<file path="config.mk">
export PLATFORM = sky130hd
export DESIGN_NAME = baud_gen_flat
export DESIGN_NICKNAME = d
export VERILOG_FILES = /design/src/rtl/baud_pkg.sv /design/src/rtl/baud_gen_if.sv /design/src/rtl/baud_gen_mod_cnt.sv /design/src/rtl/baud_gen.sv /design/src/flat_wrapper.sv
export SDC_FILE = /design/constraint.sdc
export NUM_CORES = 1
export LEC_CHECK = 0
export ABC_AREA = 1
export CAP_MARGIN = 20
export CORE_MARGIN = 10
export CORE_UTILIZATION = 50
export CTS_CLUSTER_DIAMETER = 60
export DETAILED_ROUTE_END_ITERATION = 7
export GPL_TIMING_DRIVEN = 0
export PLACE_DENSITY = 0.69
export SKIP_LAST_GASP = 1
export SLEW_MARGIN = 10
export SYNTH_ARGS = -nofsm -noshare
export SYNTH_HDL_FRONTEND = slang
export SYNTH_HIERARCHICAL = 1
export SYNTH_SLANG_ARGS = --single-unit
</file>
<file path="constraint.sdc">
create_clock -name clk -period 9.1 [get_ports clk]
set_clock_uncertainty 0.2 [all_clocks]
set_input_delay 1.365 -clock clk [delete_from_list [all_inputs] [get_ports clk]]
set_output_delay 1.365 -clock clk [all_outputs]
set_load 0.05 [all_outputs]
</file>
<file path="src/rtl/baud_pkg.sv">
// -----------------------------------------------------------------------------
// baud_pkg
// Shared definitions for the baud-rate generator:
//   - reset-time defaults for clock frequency, baud rate, oversampling and
//     divisor width
//   - the reset divisor computation (integer floor of CLK_HZ/(BAUD*OVERSAMPLE))
//   - parameter legality checks evaluated at elaboration
//   - tick_t, the bundle of one-cycle tick pulses driven by the generator
// No ports (package).
// -----------------------------------------------------------------------------
package baud_pkg;

  localparam int CLK_HZ_DEF = 100_000_000;
  localparam int BAUD_DEF   = 115200;
  localparam int OS_DEF     = 16;
  localparam int CNT_W_DEF  = 16;

  typedef struct packed {
    logic os_tick;
    logic bit_tick;
    logic mid_tick;
  } tick_t;

  // Clock cycles per oversample tick at reset, rounded down.
  function automatic int calc_def_div(input int clk_hz, input int baud, input int os);
    longint prod;
    prod = longint'(baud) * longint'(os);
    if (prod <= 64'sd0) begin
      return 0;
    end else begin
      return int'(longint'(clk_hz) / prod);
    end
  endfunction

  function automatic bit is_pow2_ge4(input int v);
    return (v >= 4) && ((v & (v - 32'sd1)) == 32'sd0);
  endfunction

  // True when value d is representable in an unsigned field of w bits.
  function automatic bit fits_width(input int d, input int w);
    if (w >= 31) begin
      return 1'b1;
    end else begin
      return (d >= 0) && (d < (32'sd1 <<< w));
    end
  endfunction

  function automatic bit params_ok(input int clk_hz, input int baud, input int os, input int cnt_w);
    int d;
    d = calc_def_div(clk_hz, baud, os);
    return is_pow2_ge4(os) && (d >= 2) && fits_width(d, cnt_w);
  endfunction

endpackage

</file>
<file path="src/rtl/baud_gen_if.sv">
// -----------------------------------------------------------------------------
// baud_gen_if
// Control and tick bundle between a baud generator and its user.
//   en        count enable
//   sync      phase restart pulse (e.g. RX start edge)
//   div_load  load div_in as the new divisor
//   div_in    clock cycles per oversample tick (CNT_W bits)
//   os_tick   one-cycle pulse per oversample period
//   bit_tick  one-cycle pulse per bit period
//   mid_tick  one-cycle pulse at bit centre
//   clk_out   50% square wave at the baud rate
//   div_err   one-cycle pulse when a divisor load is rejected
// Modports: master drives the controls, slave (the generator) drives ticks.
// -----------------------------------------------------------------------------
interface baud_gen_if import baud_pkg::*; #(
  parameter int CNT_W = CNT_W_DEF
) ();

  logic             en;
  logic             sync;
  logic             div_load;
  logic [CNT_W-1:0] div_in;
  logic             os_tick;
  logic             bit_tick;
  logic             mid_tick;
  logic             clk_out;
  logic             div_err;

  modport master (
    output en, sync, div_load, div_in,
    input  os_tick, bit_tick, mid_tick, clk_out, div_err
  );

  modport slave (
    input  en, sync, div_load, div_in,
    output os_tick, bit_tick, mid_tick, clk_out, div_err
  );

endinterface

</file>
<file path="src/rtl/baud_gen_mod_cnt.sv">
// -----------------------------------------------------------------------------
// mod_cnt
// Wrapping modulo counter: counts 0..max_i while enabled, then returns to 0.
//   clk     rising-edge clock
//   rst     synchronous active-high reset (count -> 0)
//   clr_i   synchronous clear; wins over enable and suppresses the wrap pulse
//   en_i    advance enable
//   max_i   terminal count (modulus - 1)
//   cnt_o   current count
//   wrap_o  combinational pulse in the cycle the count returns to 0
// -----------------------------------------------------------------------------
module mod_cnt #(
  parameter int W = 16
) (
  input  logic         clk,
  input  logic         rst,
  input  logic         clr_i,
  input  logic         en_i,
  input  logic [W-1:0] max_i,
  output logic [W-1:0] cnt_o,
  output logic         wrap_o
);

  logic [W-1:0] cnt_q;
  logic [W-1:0] cnt_d;
  logic         wrap;

  // Next count: clear first, then wrap at the terminal value, else increment.
  always_comb begin
    cnt_d = cnt_q;
    wrap  = 1'b0;
    if (clr_i) begin
      cnt_d = '0;
    end else if (en_i) begin
      // >= rather than == so a count stranded above max still recovers.
      if (cnt_q >= max_i) begin
        cnt_d = '0;
        wrap  = 1'b1;
      end else begin
        cnt_d = cnt_q + W'(1);
      end
    end else begin
      cnt_d = cnt_q;
    end
  end

  // Count register.
  always_ff @(posedge clk) begin
    if (rst) begin
      cnt_q <= '0;
    end else begin
      cnt_q <= cnt_d;
    end
  end

  assign cnt_o  = cnt_q;
  assign wrap_o = wrap;

endmodule

</file>
<file path="src/rtl/baud_gen.sv">
// -----------------------------------------------------------------------------
// baud_gen
// Programmable baud-rate generator with oversample, bit and bit-centre ticks.
// A fast counter divides clk by the divisor to make os_tick; a slow counter
// divides os_tick by OVERSAMPLE to make bit_tick and mid_tick. clk_out toggles
// on every mid_tick and bit_tick, so it is low for the first half of a bit.
//   clk   rising-edge clock
//   rst   synchronous active-high reset, highest priority
//   bus   baud_gen_if.slave: en, sync, div_load, div_in in;
//         os_tick, bit_tick, mid_tick, clk_out, div_err out (all registered)
// -----------------------------------------------------------------------------
module baud_gen import baud_pkg::*; #(
  parameter int CLK_HZ     = CLK_HZ_DEF,
  parameter int BAUD       = BAUD_DEF,
  parameter int OVERSAMPLE = OS_DEF,
  parameter int CNT_W      = CNT_W_DEF
) (
  input  logic       clk,
  input  logic       rst,
  baud_gen_if.slave  bus
);

  localparam int DEF_DIV = calc_def_div(CLK_HZ, BAUD, OVERSAMPLE);
  localparam int OS_W    = $clog2(OVERSAMPLE);

  localparam logic [CNT_W-1:0] DIV_RST    = CNT_W'(DEF_DIV);
  localparam logic [OS_W-1:0]  OS_LAST    = OS_W'(OVERSAMPLE - 1);
  // os_cnt value whose wrap lands on OVERSAMPLE/2, i.e. the bit centre.
  localparam logic [OS_W-1:0]  OS_PRE_MID = OS_W'(OVERSAMPLE / 2 - 1);

  if (!params_ok(CLK_HZ, BAUD, OVERSAMPLE, CNT_W)) begin : g_bad_params
    $fatal(1, "baud_gen: DEF_DIV < 2, DEF_DIV exceeds CNT_W, or OVERSAMPLE not a power of two >= 4");
  end

  logic [CNT_W-1:0] div_q;
  logic [CNT_W-1:0] div_d;
  logic [CNT_W-1:0] cnt_max;
  logic [CNT_W-1:0] cnt_unused;
  logic [OS_W-1:0]  os_cnt;
  logic             cnt_wrap;
  logic             os_wrap;
  logic             load_ok;
  logic             load_bad;
  logic             cnt_clr;
  tick_t            tick_q;
  tick_t            tick_d;
  logic             clk_out_q;
  logic             clk_out_d;
  logic             div_err_q;
  logic             div_err_d;

  // A divisor below 2 cannot produce a distinct tick period and is refused.
  assign load_ok  = bus.div_load && (bus.div_in >= CNT_W'(2));
  assign load_bad = bus.div_load && (bus.div_in <  CNT_W'(2));
  assign cnt_max  = div_q - CNT_W'(1);
  // Restarting the fast count on a load drops any wrap due this cycle.
  assign cnt_clr  = bus.sync || load_ok;

  mod_cnt #(.W(CNT_W)) u_fast_cnt (
    .clk    (clk),
    .rst    (rst),
    .clr_i  (cnt_clr),
    .en_i   (bus.en),
    .max_i  (cnt_max),
    .cnt_o  (cnt_unused),
    .wrap_o (cnt_wrap)
  );

  // Only sync restarts the bit phase; a divisor load keeps it.
  mod_cnt #(.W(OS_W)) u_os_cnt (
    .clk    (clk),
    .rst    (rst),
    .clr_i  (bus.sync),
    .en_i   (cnt_wrap),
    .max_i  (OS_LAST),
    .cnt_o  (os_cnt),
    .wrap_o (os_wrap)
  );

  // Next-state for divisor, tick pulses, baud clock and load error.
  always_comb begin
    div_d     = div_q;
    tick_d    = '0;
    clk_out_d = clk_out_q;
    div_err_d = 1'b0;

    if (load_ok) begin
      div_d = bus.div_in;
    end else begin
      div_d = div_q;
    end

    // cnt_wrap is already gated by en, sync and load, so ticks inherit that.
    tick_d.os_tick  = cnt_wrap;
    tick_d.bit_tick = os_wrap;
    tick_d.mid_tick = cnt_wrap && (os_cnt == OS_PRE_MID);

    if (bus.sync) begin
      clk_out_d = 1'b0;
    end else if (tick_d.bit_tick || tick_d.mid_tick) begin
      clk_out_d = ~clk_out_q;
    end else begin
      clk_out_d = clk_out_q;
    end

    div_err_d = load_bad;
  end

  // State and output registers.
  always_ff @(posedge clk) begin
    if (rst) begin
      div_q     <= DIV_RST;
      tick_q    <= '0;
      clk_out_q <= 1'b0;
      div_err_q <= 1'b0;
    end else begin
      div_q     <= div_d;
      tick_q    <= tick_d;
      clk_out_q <= clk_out_d;
      div_err_q <= div_err_d;
    end
  end

  assign bus.os_tick  = tick_q.os_tick;
  assign bus.bit_tick = tick_q.bit_tick;
  assign bus.mid_tick = tick_q.mid_tick;
  assign bus.clk_out  = clk_out_q;
  assign bus.div_err  = div_err_q;

endmodule

</file>
<file path="src/flat_wrapper.sv">
// flat-port wrapper written by rule: the top's interface ports become plain ports
module baud_gen_flat import baud_pkg::*;
#(
  parameter int CLK_HZ     = CLK_HZ_DEF,
  parameter int BAUD       = BAUD_DEF,
  parameter int OVERSAMPLE = OS_DEF,
  parameter int CNT_W      = CNT_W_DEF
)
  (clk, rst, bus_en, bus_sync, bus_div_load, bus_div_in, bus_os_tick, bus_bit_tick, bus_mid_tick, bus_clk_out, bus_div_err);
  baud_gen_if #(.CNT_W(CNT_W)) bus_i ();
  input  logic clk;
  input  logic rst;
  input wire logic [$bits(bus_i.en)-1:0] bus_en;
  input wire logic [$bits(bus_i.sync)-1:0] bus_sync;
  input wire logic [$bits(bus_i.div_load)-1:0] bus_div_load;
  input wire logic [$bits(bus_i.div_in)-1:0] bus_div_in;
  output wire logic [$bits(bus_i.os_tick)-1:0] bus_os_tick;
  output wire logic [$bits(bus_i.bit_tick)-1:0] bus_bit_tick;
  output wire logic [$bits(bus_i.mid_tick)-1:0] bus_mid_tick;
  output wire logic [$bits(bus_i.clk_out)-1:0] bus_clk_out;
  output wire logic [$bits(bus_i.div_err)-1:0] bus_div_err;
  assign bus_i.en = bus_en;
  assign bus_i.sync = bus_sync;
  assign bus_i.div_load = bus_div_load;
  assign bus_i.div_in = bus_div_in;
  assign bus_os_tick = bus_i.os_tick;
  assign bus_bit_tick = bus_i.bit_tick;
  assign bus_mid_tick = bus_i.mid_tick;
  assign bus_clk_out = bus_i.clk_out;
  assign bus_div_err = bus_i.div_err;
  baud_gen #(.CLK_HZ(CLK_HZ), .BAUD(BAUD), .OVERSAMPLE(OVERSAMPLE), .CNT_W(CNT_W)) u_core (.clk(clk), .rst(rst), .bus(bus_i));
endmodule
</file>
==> results of run 1 <==
## worst reg2reg max path: stages (launching register included)
cell	delay, ns
dfxtp_1	0.32
inv_1	0.12
ha_1	0.25
nand2_1	0.09
nor2_1	0.22
nand3_1	0.12
xor2_1	0.14
inv_1	0.05
ha_1	0.28
nand2_1	0.06
nor3_1	0.18
nand2_1	0.07
nand2_1	0.05
nand2_1	0.08
nor2_1	0.45
nand2_1	0.14
nor2_1	0.11
inv_1	0.06
nand2_1	0.07
nand2_1	0.05
nand3_1	0.06
nor2_1	0.04
## through the flow
stage	cell area (sq um)	setup WS (ns)	std cells
after floorplan	2829	6.001	412
after global placement	3159	5.318	508
after detailed placement	3159	5.278	508
final	3256	5.595	516
after global routing	3256	5.242	516
after CTS	3256	5.611	516
## power by group through the flow
stage          Combinational (W)  Clock [W]  Sequential, W
3_5_place_dp           0.0000563          0       0.000194
3_3_place_gp           0.0000554          0       0.000194
5_1_grt                0.0000657   0.000138       0.000191
4_1_cts                0.0000566   0.000133       0.000190
2_1_floorplan          0.0000393          0       0.000192
6_report               0.0000562   0.000128       0.000190
## path summary, 6_finish.rpt
| kind | startpoint | to | cells past startpoint |
|---|---|---|---|
| setup reg to reg | u_core/div_q[0]$_SDFFE_PP0P_ | u_core/bus.clk_out$_SDFFE_PP0P_ | 21 |
| hold reg to reg | u_core/div_q[1]$_SDFFE_PP1P_ | u_core/div_q[1]$_SDFFE_PP1P_ | 2 |
| hold / removal | u_core/div_q[1]$_SDFFE_PP1P_ | u_core/div_q[1]$_SDFFE_PP1P_ | 2 |
| setup / recovery | bus_div_in[4] | u_core/bus.clk_out$_SDFFE_PP0P_ | 16 |
## sequential cells by signal, summed over array words and instances, names as in the netlist
name                     cells
u_core/bus.bit_tick          1
u_core/div_q                16
u_core/bus.os_tick           1
u_core/bus.clk_out           1
u_core/u_os_cnt/cnt_o        4
u_core/u_fast_cnt/cnt_o     16
u_core/bus.mid_tick          1
u_core/bus.div_err           1
## final cells by class
class | count | area (sq um)
Fill cell | 547 | 2217
Clock buffer | 6 | 82.58
Tap cell | 72 | 90.09
Sequential cell | 41 | 820.8
Buffer | 8 | 75.07
Timing Repair Buffer | 24 | 240.2
Inverter | 64 | 245.2
Clock inverter | 2 | 13.76
Multi-Input combinational cell | 299 | 1688
## placed cells by master, fill, tap and decap left out, types with 3 or more instances in the layout
| master | count |
|---|---|
| o22ai_1 | 3 |
| nor3_2 | 5 |
| xnor2_1 | 6 |
| nand3_1 | 16 |
| nand4_1 | 4 |
| nand2_1 | 84 |
| ha_1 | 23 |
| a21oi_1 | 21 |
| clkdlybuf4s50_1 | 24 |
| inv_1 | 61 |
| buf_6 | 6 |
| nor2_1 | 82 |
| xor2_1 | 17 |
| o21ai_0 | 4 |
| nand3_2 | 13 |
| dfxtp_1 | 41 |
| clkbuf_8 | 6 |
| conb_1 | 4 |
| nor2_2 | 3 |
## logic make-up (layout without fill, tap and decap cells)
logic type / after synthesis / after routing / synth area share
multiplexers: 2 / 2 / 0.007105
buffers and inverters: 72 / 104 / 0.1137
AO/OA/AOI/OAI: 30 / 30 / 0.05551
other: 1 / 4 / 0.001331
adder cells (fa/ha/maj): 23 / 23 / 0.1021
XOR/XNOR: 23 / 23 / 0.07149
AND/OR/NAND/NOR: 217 / 217 / 0.3575
flip-flops: 41 / 41 / 0.2913
## routing by layer
| layer | track usage | share of wire |
|---|---|---|
| met1 | 0.1631 | 0.49 |
| met2 | 0.2278 | 0.46 |
| met3 | 0.03064 | 0.031 |
| met4 | 0.05486 | 0.018 |
| met5 | 0 | 0 |
==> key figures, run 1 <==
Outcome
  • Status: finished clean

Logic synthesis
  • Post-synthesis async set-or-reset flop share: 0
  • Avg Cell Area, Syn: 6.889 sq um
  • Cells after synthesis: 409
  • Area leader, netlist: dfxtp_1
  • Synth area leaders: dfxtp_1 (29%), nand2_1 (11%), nor2_1 (11%), ha_1 (10%), inv_1 (8.1%)
  • Ys flop type: dfxtp_1
  • Area share of the largest cell type after synthesis: 0.2913
  • Post-synth EDFFs: 0
  • Commonest cells post-synth: nand2_1 (84), nor2_1 (82), inv_1 (61)
  • Post-Syn Area: 2818 sq um
  • Count leader, synth: nand2_1
  • Yosys reg bits: 41
  • Yosys cell types: 29
  • Synth Warn #: 6
  • Sequential element share of the synthesized area: 0.2913

Die
  • Die area: 9038 sq um
  • # rows: 27
  • Die height: 95.07 microns
  • I/O Pins: 26
  • Initial Util: 0.5149
  • Die X: 95.07 microns
  • Core area: 5473 sq um

Critical path
  • Worst path max stage delay: 0.44 ns
  • R2r setup slk: 5.80 ns
  • Startpoint Class: primary input
  • Kind of critical path: primary input to flip-flop
  • Slowest-stage cell, CP: nor2_1
  • CP Capture Type: flip-flop
  • Critical path peak fanout: 10
  • CP Data Arrival Time: 3.51 ns
  • Data required, critical path: 9.11 ns
  • CP top delay family: simple AND/OR/NAND/NOR gates
  • Buf/Inv on CP: 3
  • CP Cell Sequence: clkdlybuf4s50_1, nor2_1, nand2_1, nor2_1, nand2_2, buf_6, nand2_4, nand2_1, nor2_1, nand2_1, nor2_1, inv_1, nand2_1, nand2_1, nand3_1, nor2_1

GRT
  • Initial antenna violation count: 0
  • Total GRT Usage: 0.1355
  • First-pass GRT wire length: 10.09 mm
  • Number of global-route vias before repair: 2395
  • Largest net degree at the start of global routing: 14
  • GR Overflow Total: 0

Cells and area
  • Post-layout util: 0.5949
  • Antenna diode count: 0
  • Synth-to-layout area growth: 15.54%
  • Fin nets: 487
  • Share of post-route cells with drive strength above 1: 0.1036

Timing
  • Final hold vios: 0
  • Slew Viols, Final: 0
  • Setup TNS: 0 ns
  • WHS: 0.2729 ns
  • Max-slew headroom: 0.6366
  • Final setup viols: 0
  • Final Cycle Share: 0.3851
  • Worst Tran Pin Value: 0.5431 ns
  • Fmax: 0.2853 GHz
  • Fin crit period: 3.505 ns
  • RSZ-0062 raised after global routing: false

Power and ir drop
  • Clock power frac: 0.343
  • Lkg Pwr: 1.526 nW
  • Internal Power: 0.0002715 W
  • Sw Ratio: 0.2736
  • Flop pwr share: 0.507
  • Power Dens Cells: 114.8 nW/um^2
  • Total power: 0.0003737 W
  • Logic pwr share: 0.150
  • Switching power: 0.0001023 W
  • IR drop worst, VDD: 0.00005949 V

Detailed routing
  • Final ANT Viol Nets: 0
  • Routed len/inst: 10.91 microns
  • Routed vias: 2453
  • Via density: 4.754
  • Initial DRC Count: 61
  • DR DRC count: 0
  • First-pass detailed-route iteration total: 4
  • Final WL: 5.628 mm

Clocking
  • CTS root buf: clkbuf_8
  • CTS clock-pin slew for the worst setup and hold paths: 0.09 ns
  • Hold_buf cts: 0
  • Worst-skew pair later-pin latency: 0.30 ns
  • # resized after CTS: 0
  • CTS tree: built
  • Maximum root-to-sink buffer count: 2
  • Post-CTS Setup Bufs: 0
  • Sinks on Clock Net: 41
  • Max H-tree Level: 2
  • CTS buffer count: 5

Flow run
  • Maxcap violations: 0

Place
  • Port bufs: 24
  • GPL Wtd Cong: 0.8252
  • Dpl hpwl: 4.494 mm

Worst hold path
  • Worst hold-check path type: flip-flop to flip-flop
Power figures use the tool's default switching activity.
==> run 2: changes to the inputs <==
==> constraint.sdc (replaced) <==
create_clock -name clk -period 3.29 [get_ports clk]
set_clock_uncertainty 0.2 [all_clocks]
set_input_delay 0.4935 -clock clk [delete_from_list [all_inputs] [get_ports clk]]
set_output_delay 0.4935 -clock clk [all_outputs]
set_load 0.05 [all_outputs]
==> key figures, run 2 (synthesized netlist as in run 1, its figures left out) <==
Outcome
  • Status: finished clean

Critical path
  • CP most frequent cell: nand2_1
  • Worst path max stage delay: 0.33 ns
  • Data required, critical path: 3.30 ns
  • Startpoint Class: flip-flop
  • CP Capture Type: flip-flop
  • Slowest-stage cell, CP: dfxtp_1
  • CP Cell Sequence: inv_2, ha_2, nand2_1, nor3_2, nand2_1, xor2_1, inv_1, ha_1, nand2_1, o21ai_0, a21oi_1, nand2_1, nand2_1, nor2_4, buf_4, nand4_1, xor2_1, nor2_2
  • CP top delay family: simple AND/OR/NAND/NOR gates
  • CP Data Arrival Time: 2.96 ns
  • Buf/Inv on CP: 3
  • Kind of critical path: flip-flop to flip-flop
  • Critical path peak fanout: 4

Clocking
  • Sinks on Clock Net: 41
  • CTS buffer count: 5
  • CTS root buf: clkbuf_8
  • Maximum root-to-sink buffer count: 2
  • CTS tree: built
  • Max H-tree Level: 2
  • Worst-skew pair later-pin latency: 0.31 ns
  • CTS clock-pin slew for the worst setup and hold paths: 0.08 ns
  • Hold_buf cts: 0

Timing
  • Final WS setup: 0.3363 ns
  • Final setup viols: 0
  • Fin crit period: 2.954 ns
  • Fmax: 0.3386 GHz
  • Max-slew headroom: 0.6507
  • Final hold vios: 0
  • WHS: 0.2729 ns
  • Final Cycle Share: 0.8978
  • Worst Tran Pin Value: 0.5239 ns
  • Slew Viols, Final: 0

Die
  • Die height: 95.07 microns
  • Core area: 5473 sq um
  • # rows: 27
  • I/O Pins: 26
  • Die area: 9038 sq um
  • Initial Util: 0.5149
  • Die X: 95.07 microns

GRT
  • Largest net degree at the start of global routing: 14
  • Number of global-route vias before repair: 2395
  • Initial antenna violation count: 0
  • First-pass GRT wire length: 10.09 mm
  • Total GRT Usage: 0.1355
  • GR Overflow Total: 0

Flow run
  • Maxcap violations: 0

Place
  • Dpl hpwl: 4.494 mm
  • Dpl ws: -0.01576 ns
  • GPL Wtd Cong: 0.8252
  • Port bufs: 24

Worst hold path
  • Worst hold-check path type: flip-flop to flip-flop

Power and ir drop
  • Power Dens Cells: 316.6 nW/um^2
  • IR drop worst, VDD: 0.0001662 V
  • Lkg Pwr: 1.530 nW

Cells and area
  • Fin nets: 488
  • Antenna diode count: 0
  • Share of post-route cells with drive strength above 1: 0.1169
  • Most frequent cells in the layout: nand2_1 (84), nor2_1 (80), inv_1 (60)
  • Synth-to-layout area growth: 16.43%
  • Commonest non-fill, non-tap cell in the layout: nand2_1

Detailed routing
  • Final ANT Viol Nets: 0
  • Initial DRC Count: 63
  • Via density: 4.776
  • Routed vias: 2469
  • First-pass detailed-route iteration total: 4
  • Routed len/inst: 11.01 microns
  • Final WL: 5.693 mm
  • DR DRC count: 0
[run 2: changes by cell type in the layout (fill, tap and decap cells not counted)]
cell / before / now
nor3_2: 5 / 6
buf_4: 0 / 1
nor2_1: 82 / 80
ha_1: 23 / 22
inv_1: 61 / 60
nor2_2: 3 / 4
ha_2: 0 / 1
inv_2: 2 / 3
nor2_4: 2 / 3
nor3_1: 2 / 1
[run 2: power breakdown]
part	switching (W)	internal, W	leakage (nW)	total [W]
Clock	0.000186	0.000170	0.0512	0.000356
Sequential	0.0000145	0.000510	0.335	0.000525
Combinational	0.0000863	0.0000714	1.14	0.000158
Total	0.000287	0.000752	1.53	0.00104
[run 2: layer usage]
layer | track usage | part of all wire
met1 | 0.1631 | 0.48
met2 | 0.2278 | 0.46
met3 | 0.03064 | 0.039
met4 | 0.05486 | 0.017
met5 | 0 | 0
[run 2: metrics by stage]
stage,area [sq um],utilization,total power [W],TNS (ns),instances
6_report,3281,0.5995,0.001039,0,517
5_1_grt,3281,0.5995,0.001093,-0.005868,517
4_1_cts,3258,0.5953,0.001049,0,516
3_5_place_dp,3159,0.5773,0.0006917,-0.01576,508
3_3_place_gp,3159,0.5773,0.0006888,0,508
2_1_floorplan,2829,-,0.0006407,0,412
[run 2: layout make-up]
class | count | area (sq um)
Inverter | 64 | 245.2
Fill cell | 538 | 2192
Buffer | 8 | 75.07
Tap cell | 72 | 90.09
Clock buffer | 6 | 82.58
Sequential cell | 41 | 820.8
Timing Repair Buffer | 25 | 247.7
Multi-Input combinational cell | 299 | 1705
Clock inverter | 2 | 13.76
[run 2: final timing paths]
path,startpoint,to,slack (ns),depth (start not counted)
hold / removal,u_core/div_q[1]$_SDFFE_PP1P_,u_core/div_q[1]$_SDFFE_PP1P_,0.27,2
hold reg to reg,u_core/div_q[1]$_SDFFE_PP1P_,u_core/div_q[1]$_SDFFE_PP1P_,0.27,2
setup reg to reg,u_core/div_q[0]$_SDFFE_PP0P_,u_core/u_os_cnt/cnt_o[3]$_SDFFE_PP0P_,0.34,18
setup / recovery,u_core/div_q[0]$_SDFFE_PP0P_,u_core/u_os_cnt/cnt_o[3]$_SDFFE_PP0P_,0.34,18
[run 2: timing repair]
item / in CTS / in global routing
pin swaps: 0 / 1
buffers inserted: 0 / 1
gates resized for setup: 1 / 5
setup endpoints to repair: 1 / 6
[run 2: worst reg2reg max path, delay by kind of cell, from the launching register on]
kind                       cells  cell delay (ns)
AOI/OAI and AO/OA              2             0.25
xor gates and xnor gates       2             0.32
adders and majority gates      2             0.49
buffers and inverters          3             0.31
DFF                            1             0.33
and+or+nand+nor                9             0.97
